**src/rtl/store_log_fifo.sv**
```systemverilog
// Store-bus logger: captures each data-memory store {addr, data, flags} into a
// first-word-fall-through FIFO and flags the program's terminating store.
module store_log_fifo #(
  parameter int          DEPTH     = 8,
  parameter logic [31:0] DONE_ADDR = 32'd100,
  parameter logic [31:0] DONE_DATA = 32'd7
) (
  input  logic                       clk,
  input  logic                       reset,
  input  logic                       MemWrite,
  input  logic [31:0]                ALUResult,
  input  logic [31:0]                WriteData,
  input  logic [3:0]                 ALUFlags,
  input  logic                       rd_ready,
  output logic                       rd_valid,
  output logic [31:0]                rd_addr,
  output logic [31:0]                rd_data,
  output logic [3:0]                 rd_flags,
  output logic [$clog2(DEPTH):0]     count,
  output logic                       overflow,
  output logic [15:0]                store_total,
  output logic                       done
);

  localparam int AW = $clog2(DEPTH);
  localparam int CW = AW + 1;
  localparam logic [CW-1:0] FULL_CNT = CW'(DEPTH);

  // Read handshake: an entry transfers on any rising edge where rd_valid && rd_ready;
  // rd_* are held stable while rd_valid && !rd_ready. There is no backpressure on
  // the store side -- a store arriving while full with no pop is dropped.
  logic [67:0]   mem [DEPTH];
  logic [AW-1:0] wr_ptr;
  logic [AW-1:0] rd_ptr;
  logic          push;
  logic          pop;
  logic [67:0]   head;

  assign pop  = rd_valid && rd_ready;
  assign push = MemWrite && ((count < FULL_CNT) || pop);

  always_ff @(posedge clk) begin
    if (reset) begin
      wr_ptr      <= '0;
      rd_ptr      <= '0;
      count       <= '0;
      overflow    <= 1'b0;
      store_total <= '0;
      done        <= 1'b0;
    end else begin
      if (push) wr_ptr <= wr_ptr + AW'(1);
      if (pop)  rd_ptr <= rd_ptr + AW'(1);
      if (push && !pop)      count <= count + CW'(1);
      else if (pop && !push) count <= count - CW'(1);
      if (MemWrite && !push) overflow <= 1'b1;
      if (MemWrite) store_total <= store_total + 16'd1;
      if (MemWrite && ALUResult == DONE_ADDR && WriteData == DONE_DATA) done <= 1'b1;
    end
  end

  // Storage is deliberately not reset; the pointers alone define what is valid.
  always_ff @(posedge clk) begin
    if (push && !reset) mem[wr_ptr] <= {ALUResult, WriteData, ALUFlags};
  end

  assign rd_valid = (count != '0);
  assign head     = mem[rd_ptr];
  assign rd_addr  = rd_valid ? head[67:36] : 32'd0;
  assign rd_data  = rd_valid ? head[35:4]  : 32'd0;
  assign rd_flags = rd_valid ? head[3:0]   : 4'd0;

endmodule

```
**config.mk**
```make
export PLATFORM = sky130hd
export DESIGN_NAME = store_log_fifo
export DESIGN_NICKNAME = d
export VERILOG_FILES = /design/src/rtl/store_log_fifo.sv
export SDC_FILE = /design/constraint.sdc
export NUM_CORES = 1
export LEC_CHECK = 0
export BUFFER_PORTS_ARGS = -buffer_cell sky130_fd_sc_hd__buf_2
export CAP_MARGIN = 20
export CORE_MARGIN = 4
export CORE_UTILIZATION = 50
export DETAILED_ROUTE_END_ITERATION = 7
export PLACE_DENSITY = 0.79
export SYNTH_ARGS = -nofsm -noshare
export SYNTH_HDL_FRONTEND = slang
export SYNTH_SLANG_ARGS = --single-unit
export TNS_END_PERCENT = 30
```
**constraint.sdc**
```tcl
create_clock -name clk -period 10.1 [get_ports clk]
set_clock_uncertainty 0.2 [all_clocks]
set_input_delay 0.505 -clock clk [delete_from_list [all_inputs] [get_ports clk]]
set_output_delay 0.505 -clock clk [all_outputs]
set_load 0.05 [all_outputs]
```
==> reports/metrics.cfg <==
[placed_design]
dpl.hpwl_um=25400
routabilityCongestion=0.753
io_buffers=162
dpl.cell_count=1761
preCtsSetupSlack_ns=6.27

[route]
wl_um=46200
drc=0
dr_total_vias=11030
drt-vias-per-instance=5.73
first_pass_iters=5
wire_per_inst_um=24.0
ant_nets=0
drtIter0Drc=1099

[pwr]
total_power_mw=6.70
power_density_nw_per_um2=256
ir_drop_mv=0.250
power.leakage_nw=8.42

[clocking]
cts-root-buf=clkbuf_16
worstSkewPairLatency_ns=0.60
cts_tree=built
cts-buffers-inserted=57
clkTransAtPathRegs_ns=0.06
postCtsSetupBuffers=0
cts.sinks=575
clockBufferDepth=3
htreeDepth=2

[grt]
grt_pass1_vias=11731
antenna_found_initial=6
grt_first_pass_wirelength_um=70900
grt_max_degree=70
grtUsageTotal_pct=19.7
gr-total-overflow=0

[timing]
period_share_pct=41.6
maxSlewViolCount=0
fmax_ghz=0.238
finalHoldViolations=0
relSlewSlack_pct=23.5
setup_violations=0
tightest_slew_ns=1.15
period_needed_ns=4.21
worst_slack_ns=5.89
finalSetupTns_ns=0
rsz0062_at_grt=no

[synthesis]
synth_fp_nets=1127
yosysMostFrequentCell=edfxtp_1
ys_warn_count=0
synth_cells=1048
synth_top_area_share_pct=73.9
synth-seq-area-share_pct=76.7
ys_types=36
synth.top_cells.by_area=edfxtp_1 (74%), mux4_2 (14%), mux2i_1 (3.2%)
synthFlopType=edfxtp_1
synth-seq-cells=575
synthArstFlopShare_pct=0
syn_area_per_cell_um2=21.1
synth-edff-count=544
syn_area_um2=22100
synthTopCellsByCount=edfxtp_1 (544), mux4_2 (136), nor2_1 (98)
synth_top_cell_by_area=edfxtp_1

[hold_path]
hold_start=ALUResult[25]
min_path_type=input port to flop
holdPathStages=1
hold_path_end=mem[3][61]$_DFFE_PP_

[worst_setup_path]
timing.rr.end=count[3]$_SDFFE_PP0P_
cp_slowest_cell=dfxtp_4
crit_fanout=46
r2r-start=count[3]$_SDFFE_PP0P_
crit_path_start_kind=flop
end_kind=output port
path_class=flop to output port
ff2ff_setup_slack_ns=6.39
critPathTopFamily=buffers and inverters
rr_worst_depth=11
crit_chain=buf_4 > mux4_2 > mux2i_1 > nor2_1 > buf_2
required_ns=9.40
cp_num_buf_inv=2
cpPeakStageDelay_ns=0.85
worst-endpoint-arrival_ns=3.50

[finish]
instances_no_fill=1925
layout.nets=1376
area_growth_pct=18.3
fill_cells=3075
utilization_pct=60.3
drive_gt1_share_pct=31.1

[die]
std_cell_rows=76
die_area_um2=47600
start_util_pct=51.0
die_x_um=218
io-pin-count=163
core-area_um2=43400
die_y_um=218

[job]
drv_cap=0

[run_status]
status=finished clean

worst reg2reg max path, stage by stage (launching register included):
cell and delay (ns):
dfxtp_1 0.37, nor4_2 0.27, buf_4 0.83, inv_1 0.24, nand2_1 0.19, ha_1 0.19
inv_1 0.09, ha_1 0.29, a21o_1 0.18, a21oi_1 0.19, mux2i_1 0.22, mux2_2 0.34
registers in the layout, indices dropped and copies added (netlist names), named ones only:
| signal | count |
|---|---|
| wr_ptr | 3 |
| count | 4 |
| done | 1 |
| mem | 544 |
| store_total | 16 |
| rd_ptr | 3 |
| overflow | 1 |
layout by cell type (no fill, tap or decap), types with 6 or more instances in the layout:
master / instances
nand2_1: 16
xnor2_1: 6
a21oi_1: 11
ha_1: 6
xor2_1: 8
clkbuf_1: 7
edfxtp_1: 544
nand3_1: 8
mux2i_1: 71
dlygate4sd3_1: 60
nor4_1: 14
dfxtp_1: 28
clkinv_1: 10
nor2_1: 92
bufinv_16: 7
buf_4: 17
mux4_2: 136
nor2_4: 6
clkinv_2: 8
nand4_1: 8
clkbuf_16: 57
buf_2: 162
per-layer routing:
layer  vias up  global-route usage [%]  wire (um)
li1       4809                       -          -
met1      5763                    27.1      19100
met2       381                    32.6      22800
met3        71                    5.08       3560
met4         6                    3.96        715
met5         -                       0         34
power by group:
| group | internal (mW) | total, mW | switching, mW |
|---|---|---|---|
| combinational | 0.653 | 1.89 | 1.23 |
| sequential | 2.67 | 2.74 | 0.0675 |
| clock | 1.21 | 2.08 | 0.864 |
worst max path at each step:
stage	cells past startpoint	slack, ns	start	endpoint
floorplan	4	1.53	MemWrite	mem[0][0]$_DFFE_PP_
global placement	5	6.26	flop	rd_addr[7]
detailed placement	5	6.27	flop	rd_data[14]
CTS	5	5.57	flop	rd_data[14]
global route	5	5.56	flop	rd_data[29]
finish	5	5.89	flop	rd_data[29]
stage by stage:
stage                     hold WS, ns  area, um2
after floorplan                 0.251      22100
after global placement          0.249      23600
after detailed placement        0.263      23600
after CTS                     0.00402      26100
after global routing           0.0184      26100
final                          0.0235      26100
cell type report:
| cell class | instances | area, um2 | share of cell area (%) |
|---|---|---|---|
| multi-input combinational | 416 | 4960 | 19.0 |
| sequential | 575 | 17000 | 64.9 |
| clock buffer | 64 | 1450 | 5.56 |
| timing repair buffer | 242 | 1620 | 6.20 |
| clock inverter | 35 | 387 | 1.48 |
| inverter | 5 | 18.8 | 0.0718 |
| tap | 585 | 732 | 2.80 |
| antenna | 3 | 7.51 | 0.0287 |
cells by family after synthesis:
group,Yosys count,synth area share (%)
buffers and inverters,57,1.10
flip-flops,575,76.7
XOR/XNOR,14,0.555
AO/OA/AOI/OAI,20,0.510
multiplexers,208,17.1
AND/OR/NAND/NOR,167,3.52
adder cells (fa/ha/maj),7,0.430
repair_timing:
| action | CTS | global route |
|---|---|---|
| gates resized for setup | 0 | 0 |
| hold endpoints to repair | 451 | 0 |
| hold buffers | 60 | 0 |
No activity file was read; power rests on OpenSTA's default activity.
